File: src/rtl/timer_pkg.sv
// Shared types and constants for the BCD countdown timer and its digit cells.
package timer_pkg;

  localparam int DIGIT_W = 4;
  localparam logic [DIGIT_W-1:0] BCD_MAX = 4'd9;

  typedef enum logic [1:0] {
    IDLE  = 2'd0,
    RUN   = 2'd1,
    PAUSE = 2'd2,
    DONE  = 2'd3
  } state_t;

  // One BCD digit step down; zero reloads to the digit's wrap value.
  function automatic logic [DIGIT_W-1:0] bcd_dec(input logic [DIGIT_W-1:0] d,
                                                 input logic [DIGIT_W-1:0] wrap);
    return (d == '0) ? wrap : d - 4'd1;
  endfunction

endpackage

File: src/rtl/bcd_digit_down.sv
// One BCD down-counting digit with shift-load, clear and borrow-out.
module bcd_digit_down
  import timer_pkg::*;
#(
  parameter logic [DIGIT_W-1:0] WRAP = BCD_MAX
) (
  input  logic               clk,
  input  logic               rst,
  input  logic               shift,
  input  logic [DIGIT_W-1:0] shift_in,
  input  logic               dec,
  input  logic               clr,
  output logic [DIGIT_W-1:0] digit,
  output logic               borrow_out,
  output logic               is_zero
);

  logic [DIGIT_W-1:0] digit_q;
  logic [DIGIT_W-1:0] digit_d;

  always_comb begin
    digit_d = digit_q;
    if (clr) begin
      digit_d = '0;
    end else if (shift) begin
      digit_d = shift_in;
    end else if (dec) begin
      digit_d = bcd_dec(digit_q, WRAP);
    end
  end

  always_ff @(posedge clk or posedge rst) begin
    if (rst) begin
      digit_q <= '0;
    end else begin
      digit_q <= digit_d;
    end
  end

  assign digit      = digit_q;
  assign is_zero    = (digit_q == '0);
  assign borrow_out = dec & is_zero;

endmodule

File: src/rtl/bcd_countdown_timer.sv
// MM:SS style BCD countdown timer: keypad shift-in, start/pause/cancel FSM,
// countdown on an external 1 Hz tick with a one-cycle done pulse.
module bcd_countdown_timer
  import timer_pkg::*;
#(
  parameter int MIN_DIGITS    = 2,
  parameter int SEC_TENS_WRAP = 5
) (
  input  logic                        clock,
  input  logic                        clear,
  input  logic [DIGIT_W-1:0]          data_in,
  input  logic                        loadn,
  input  logic                        start,
  input  logic                        stop,
  input  logic                        tick,
  output logic [DIGIT_W-1:0]          sec_ones,
  output logic [DIGIT_W-1:0]          sec_tens,
  output logic [DIGIT_W*MIN_DIGITS-1:0] mins,
  output logic                        zero,
  output logic                        running,
  output logic                        done,
  output state_t                      state_dbg
);

  localparam int NDIG = MIN_DIGITS + 2;

  // Digit 0 is seconds ones, digit 1 seconds tens, digits 2.. are minutes.
  logic [NDIG-1:0][DIGIT_W-1:0] digits;
  logic [NDIG-1:0]              dig_zero;

  state_t state_q, state_d;
  logic   done_q, done_d;
  logic   clr_req, shift, tick_dec, underflow, clr_all;
  logic   key_valid, one_left;

  for (genvar i = 0; i < NDIG; i++) begin : g_dig
    localparam logic [DIGIT_W-1:0] WRAP_V = (i == 1) ? 4'(SEC_TENS_WRAP) : BCD_MAX;
    logic [DIGIT_W-1:0] sin;
    logic               din;
    logic               bo;
    if (i == 0) begin : g_lsd
      assign sin = data_in;
      assign din = tick_dec;
    end else begin : g_upper
      assign sin = digits[i-1];
      assign din = g_dig[i-1].bo;
    end
    bcd_digit_down #(.WRAP(WRAP_V)) u_digit (
      .clk       (clock),
      .rst       (clear),
      .shift     (shift),
      .shift_in  (sin),
      .dec       (din),
      .clr       (clr_all),
      .digit     (digits[i]),
      .borrow_out(bo),
      .is_zero   (dig_zero[i])
    );
  end

  // A borrow out of the top digit can only come from decrementing zero;
  // clear instead of wrapping to the maximum setting.
  assign underflow = g_dig[NDIG-1].bo;
  assign clr_all   = clr_req | underflow;

  assign zero      = &dig_zero;
  assign one_left  = (digits[0] == 4'd1) && (&dig_zero[NDIG-1:1]);
  assign key_valid = !loadn && (data_in <= BCD_MAX);

  always_comb begin
    state_d  = state_q;
    done_d   = 1'b0;
    clr_req  = 1'b0;
    shift    = 1'b0;
    tick_dec = 1'b0;
    case (state_q)
      IDLE: begin
        if (stop) begin
          clr_req = 1'b1;
        end else if (start) begin
          if (!zero) state_d = RUN;
        end else if (key_valid) begin
          shift = 1'b1;
        end
      end
      RUN: begin
        if (stop) begin
          state_d = PAUSE;
        end else if (!start && tick) begin
          tick_dec = 1'b1;
          if (one_left) begin
            state_d = DONE;
            done_d  = 1'b1;
          end
        end
      end
      PAUSE: begin
        if (stop) begin
          state_d = IDLE;
          clr_req = 1'b1;
        end else if (start) begin
          state_d = RUN;
        end
      end
      DONE: begin
        if (stop || start) begin
          state_d = IDLE;
        end else if (key_valid) begin
          shift   = 1'b1;
          state_d = IDLE;
        end
      end
      default: state_d = IDLE;
    endcase
  end

  always_ff @(posedge clock or posedge clear) begin
    if (clear) begin
      state_q <= IDLE;
      done_q  <= 1'b0;
    end else begin
      state_q <= state_d;
      done_q  <= done_d;
    end
  end

  assign sec_ones  = digits[0];
  assign sec_tens  = digits[1];
  assign mins      = digits[NDIG-1:2];
  assign running   = (state_q == RUN);
  assign done      = done_q;
  assign state_dbg = state_q;

endmodule

File: config.mk
export PLATFORM = sky130hd
export DESIGN_NAME = bcd_countdown_timer
export DESIGN_NICKNAME = d
export VERILOG_FILES = /design/src/rtl/timer_pkg.sv /design/src/rtl/bcd_digit_down.sv /design/src/rtl/bcd_countdown_timer.sv
export SDC_FILE = /design/constraint.sdc
export NUM_CORES = 1
export LEC_CHECK = 0
export CORE_MARGIN = 2
export CORE_UTILIZATION = 40
export CTS_BUF_LIST = sky130_fd_sc_hd__clkbuf_4 sky130_fd_sc_hd__clkbuf_8 sky130_fd_sc_hd__clkbuf_16
export DETAILED_ROUTE_END_ITERATION = 10
export DONT_BUFFER_PORTS = 1
export SETUP_SLACK_MARGIN = 0.4
export SLEW_MARGIN = 5
export SYNTH_ARGS = -nofsm -noshare
export SYNTH_HDL_FRONTEND = slang
export SYNTH_SLANG_ARGS = --single-unit
File: constraint.sdc
create_clock -name clock -period 2.1 [get_ports clock]
set_clock_uncertainty 0.1 [all_clocks]
set_input_delay 0.105 -clock clock [delete_from_list [all_inputs] [get_ports clock]]
set_output_delay 0.105 -clock clock [all_outputs]
set_load 0.02 [all_outputs]
==> results of run 1 <==
[registers in the layout, summed over array words and instances, names as in the netlist]
signal and cells:
state_dbg 2, g_dig.u_digit.digit 16, done 1
[worst paths after layout]
check	start	endpoint	slack, ns	cells past startpoint
worst max-delay path	state_dbg[1]	g_dig[0].u_digit.digit[1]	0.05	7
worst min register to register	g_dig[0].u_digit.digit[1]	done	0.50	2
worst max register to register	state_dbg[1]	g_dig[0].u_digit.digit[1]	0.05	7
worst min-delay path	tick	done	-0.008	3
max in group asynchronous	clear	g_dig[1].u_digit.digit[0]	1.14	2
min in group asynchronous	clear	g_dig[2].u_digit.digit[3]	0.26	2
[Yosys cell counts, types with 2 or more instances]
cell	instances
o211ai_1	2
nor2_1	28
inv_1	8
a311oi_1	6
dfrtp_1	19
nor4_1	3
clkbuf_1	5
buf_2	2
nor4_4	2
or2_2	4
nand2_1	5
ha_1	5
or4_1	4
a211oi_1	8
nor3_1	2
xnor2_1	4
xor2_1	2
o21ai_0	10
a21oi_1	2
o311a_1	2
[where the power goes]
group / switching [mW] / internal, mW
registers: 0.125 / 0.503
clock network: 0.112 / 0.0706
logic: 1.21 / 0.966
total: 1.45 / 1.54
[cell type report]
class | count | share of cell area
flip-flops and latches | 19 | 0.249
well taps | 44 | 0.0284
clock buffers | 3 | 0.0116
inverters | 8 | 0.0181
clock inverters | 1 | 0.00258
multi-input cells | 104 | 0.476
repair buffers | 44 | 0.214
[metal layers]
layer | global-route usage | up-vias | wire length, um
li1 | - | 582 | -
met1 | 0.265 | 622 | 1510
met2 | 0.345 | 54 | 1930
met3 | 0.0346 | 10 | 260
met4 | 0.0381 | 0 | 101
met5 | 0 | - | 0
[cells by family (layout without fill, tap and decap cells)]
logic type / count (synthesis) / count (layout) / synth area share
adders and majority gates: 5 / 5 / 0.0495
muxes: 1 / 1 / 0.00792
DFF: 19 / 19 / 0.376
buffers and inverters: 16 / 56 / 0.0554
and+or+nand+nor: 53 / 53 / 0.245
AOI/OAI and AO/OA: 39 / 39 / 0.225
xor gates and xnor gates: 6 / 6 / 0.0416
[timing repair]
item	CTS	global route
setup endpoints to repair	19	20
gates resized for setup	12	33
endpoints found under the hold margin	25	1
setup buffers	2	5
gates cloned	0	1
pin swaps	6	6
[worst max-delay path, stage by stage (launching register included)]
cell	delay, ns
dfrtp_2	0.45
inv_4	0.07
buf_4	0.11
ha_4	0.18
or4_4	0.58
buf_12	0.19
nor2_1	0.17
nor3_2	0.08
==> reports/qor.yml, run 1 <==
diodes: 0
drive_gt1_frac: 0.480
cp-start-kind: "register"
clockRootBuffer: "clkbuf_4"
multiInputGateArea_um2: 922
io_pins: 31
pwr_density_cell_nw_per_um2: 1540
area.growth.synth_to_final_pct: 53.3
synth-edff-count: 0
cts_buffers: 3
power_mw: 2.99
viasPerCell: 5.69
rows: 20
fin_crit_ns: 2.05
synth_nets: 154
initial_core_util: 0.417
drtIter0Drc: 38
synth.top_cell.area_share: 0.376
mostFrequentLayoutCells: "29 x buf_4, 24 x nor2_1, 13 x dfrtp_1"
grt_overflow: 0
ys_ff_latch: 19
post_drt_wl_per_cell_um: 17.1
place_inst: 205
cts_hold_buf: 6
hold_path.class: "input pin to register"
crit_arrival_ns: 2.12
violations: "negative hold slack"
path_clk_slew_ns: 0.11
core_um2: 3030
grt_pass1_vias: 1176
avgSynthCellArea_um2: 9.09
fin_cells: 223
num_vias: 1268
worstSetupEndpointType: "register"
fin_area_um2: 1940
grt_max_degree: 20
grtUsageTotal: 0.201
synth.area.top_cells: "dfrtp_1 38%, nor2_1 8.3%, ha_1 5.0%"
drv_cap: 0
fin_crit_sh: 0.974
ys_warn_count: 0
layout_commonest_cell: "buf_4"
numPortBuffers: 0
final_nets: 195
fin_ws_ns: 0.0550
grt_antenna_before_repair: 0
place.gp.congestion: 0.828
max_freq_mhz: 489
whs_ns: -0.00810
status: "complete, but fails checks"
rsz0062_at_grt: "true"
first_pass_iters: 4
setup_viol: 0
wl_um: 3810
tightest_slew_ns: 0.714
path_max_fanout: 13
finalSetupTns_ns: 0
cts_tree: "yes"
ant_nets: 0
slew_viol_final: 0
worstPathRequired_ns: 2.17
cts_sinks: 19
syn_area_um2: 1260
die-area_um2: 3620
ir_drop_mv: 0.686
critical_path_class: "register to register"
ys.flop_type: "dfrtp_1"
die-height_um: 60.2
dpl-instance-area_um2: 1560
ys_types: 36
htree_levels: 1
dp_slack_ns: -0.0341
yosys.area.top_type: "dfrtp_1"
clk_latency_ns: 0.29
die_w_um: 60.2
hpwl_um: 2570
n_fill_cell: 247
cts_max_path_buffers: 2
synthCells: 139
ys_async_sr_fraction: 1.00
drcViolationCount: 0
p_leak_nw: 0.831
ys_seq_area_frac: 0.376
postLayoutCoreUtil: 0.640
grt_pass1_wl_um: 5460
hold_violations: 1
register_area_um2: 483
maxSlewHeadroom: 0.524
No activity file was read; power rests on OpenSTA's default activity.
==> inputs of run 2 (changes only) <==
Settings changed: CORE_MARGIN 2 to 3, SETUP_SLACK_MARGIN 0.4 to 0.02, SYNTH_HIERARCHICAL from default to 1.
==> reports/qor.yml, run 2 <==
synthCells: 148  # +6.5%
tightest_slew_ns: 0.374  # -0.340 ns
postLayoutCoreUtil: 0.651  # +0.0115
hold_end: "done"
grt_pass1_vias: 1356  # +15%
ys_async_sr_fraction: 1.00  # unchanged
min_from: "start"
r2r_slack_ns: -1.31  # -1.37 ns
clk_latency_ns: 0.30  # about the same
fin_crit_sh: 1.63  # +0.651
worstReg2RegEnd: "g_dig[3].u_digit/digit[2]"
ir_drop_mv: 0.520  # -24%
fin_crit_ns: 3.41  # +1.37 ns
ys_warn_count: 6  # +6
synth_commonest_cells: "19 x dfrtp_1, 17 x nand2_1, 16 x nor2_1"
drv_cap: 0  # unchanged
drive_gt1_frac: 0.417  # -0.0634
ys_ff_latch: 19  # unchanged
n_fill_cell: 243  # -1.6%
finalSetupTns_ns: -20.60  # -20.60 ns
hold_path.class: "input pin to register"
fin_ws_ns: -1.31  # -1.37 ns
maxSlewHeadroom: 0.748  # +0.225
area.growth.synth_to_final_pct: 51.7
mostFrequentLayoutCells: "51 x buf_4, 17 x nand2_1, 17 x dfrtp_1"
pwr_density_cell_nw_per_um2: 1300  # -16%
drtIter0Drc: 63  # +66%
fin_area_um2: 2040  # +5.2%
grt_max_degree: 11  # -45%
grt_pass1_wl_um: 6420  # +18%
cts_max_path_buffers: 2  # unchanged
yosys.area.top_type: "dfrtp_1"
multiInputGateArea_um2: 937  # +1.6%
largest_reg_flops: 16  # unchanged
worstPathRequired_ns: 2.17  # about the same
max_freq_mhz: 293  # -40%
r2r_start: "state_dbg[1]"
ys.flop_type: "dfrtp_1"
worstSetupEndpointType: "register"
place.gp.congestion: 0.916  # +11%
grt_overflow: 0  # unchanged
cts_tree: "yes"
cts_buffers: 3  # unchanged
rows: 20  # unchanged
synth.top_cell.area_share: 0.354  # -0.0221
drcViolationCount: 0  # unchanged
yosysMostFrequentCell: "dfrtp_1"
grt_antenna_before_repair: 0  # unchanged
first_pass_iters: 4  # unchanged
setup_viol: 18  # +18
reg2reg_depth: 14  # +7
numPortBuffers: 0  # unchanged
layout_commonest_cell: "buf_4"
p_leak_nw: 0.935  # +12%
critical_path_class: "register to register"
synth-edff-count: 0  # unchanged
die_w_um: 63.9  # +6.2%
clockRootBuffer: "clkbuf_4"
dpl-instance-area_um2: 1790  # +15%
cp-start-kind: "register"
ys_seq_area_frac: 0.354  # -0.0221
io_pins: 31  # unchanged
avgSynthCellArea_um2: 9.07  # -0.22%
die-height_um: 63.9  # +6.2%
violations: "negative setup slack"
slew_viol_final: 0  # unchanged
initial_core_util: 0.429  # +0.0118
core_um2: 3130  # +3.3%
grtUsageTotal: 0.201  # +0.000489
wl_um: 3840  # +0.81%
die-area_um2: 4090  # +13%
synth.area.top_cells: "dfrtp_1 35%, ha_1 5.6%, nor4b_4 5.3%"
syn_area_um2: 1340  # +6.2%
hold_violations: 0  # -1
viasPerCell: 5.28  # -7.1%
hpwl_um: 2830  # +10%
diodes: 0  # unchanged
htree_levels: 1  # unchanged
ys_types: 36  # unchanged
ant_nets: 0  # unchanged
num_vias: 1347  # +6.2%
synth_nets: 164  # +6.5%
path_clk_slew_ns: 0.10  # about the same
status: "complete, but fails checks"
rsz0062_at_grt: "true"
final_nets: 228  # +17%
cts_sinks: 19  # unchanged
register_area_um2: 478  # -1.0%
whs_path_depth: 4  # +1
post_drt_wl_per_cell_um: 15.1  # -12%
path_max_fanout: 8  # -5
crit_arrival_ns: 3.48  # +1.36 ns
run 2: what timing repair did:
action / in CTS / in global routing
endpoints found under the hold margin: 25 / 0
endpoints found under the setup margin: 18 / 18
gates resized for setup: 2 / 9
pin swaps: 4 / 5
cloned: 0 / 0
hold buffers: 7 / 0
setup buffers: 7 / 4
run 2: cell type report:
cell class              count  share of cell area
clock buffers               4              0.0147
inverters                  14              0.0258
multi-input cells         114               0.460
flip-flops and latches     19               0.235
well taps                  44              0.0270
repair buffers             60               0.238
run 2: kinds of logic after synthesis:
logic type      synth area share
compound gates             0.182
fa+ha+maj                 0.0559
buf+inv                   0.0429
flops                      0.354
mux                       0.0233
simple gates               0.290
xor+xnor                  0.0522
run 2: worst max-delay path by stage:
stage | start | endpoint | slack (ns) | depth (start not counted)
final | state_dbg[1] | g_dig[3].u_digit/digit[2] | -1.31 | 14
after global routing | state_dbg[1] | g_dig[3].u_digit/digit[2] | -1.48 | 14
after CTS | state_dbg[1] | g_dig[3].u_digit/digit[2] | -1.32 | 14
after detailed placement | state_dbg[1] | g_dig[1].u_digit/digit[2] | -1.43 | 14
after global placement | state_dbg[1] | g_dig[1].u_digit/digit[2] | -1.32 | 14
after floorplan | state_dbg[1] | g_dig[1].u_digit/digit[2] | -1.68 | 14
run 2: layer usage:
metal	vias up	wire length [um]	global-route usage
met3	4	195	0.0404
li1	661	-	-
met5	-	0	0
met1	652	1680	0.253
met2	30	1930	0.343
met4	0	42	0.0647
run 2: critical path, stage by stage, from the launching register on:
cell	delay, ns
dfrtp_2	0.42
inv_2	0.07
ha_4	0.12
and3_4	0.17
or3b_4	0.39
nor3_4	0.13
nor3b_4	0.22
nor3b_4	0.21
or3b_4	0.42
nor3_4	0.13
or3b_4	0.42
nor3_4	0.11
nand2b_4	0.19
buf_12	0.13
a311oi_2	0.05
run 2: through the flow:
step	hold WS, ns	cells	total power, mW	setup WS, ns
2_1_floorplan	-0.241	148	1.58	-1.68
3_3_place_gp	-0.226	233	2.19	-1.32
3_5_place_dp	-0.220	233	2.22	-1.43
4_1_cts	0.00337	251	2.57	-1.32
5_1_grt	0.0316	255	2.85	-1.48
6_report	0.0152	255	2.65	-1.31
run 2: power breakdown:
group	internal, mW	switching, mW	leakage [nW]	total (mW)
Combinational	0.853	0.999	0.662	1.85
Clock	0.0870	0.115	0.0184	0.202
Sequential	0.491	0.108	0.254	0.598
Total	1.43	1.22	0.935	2.65
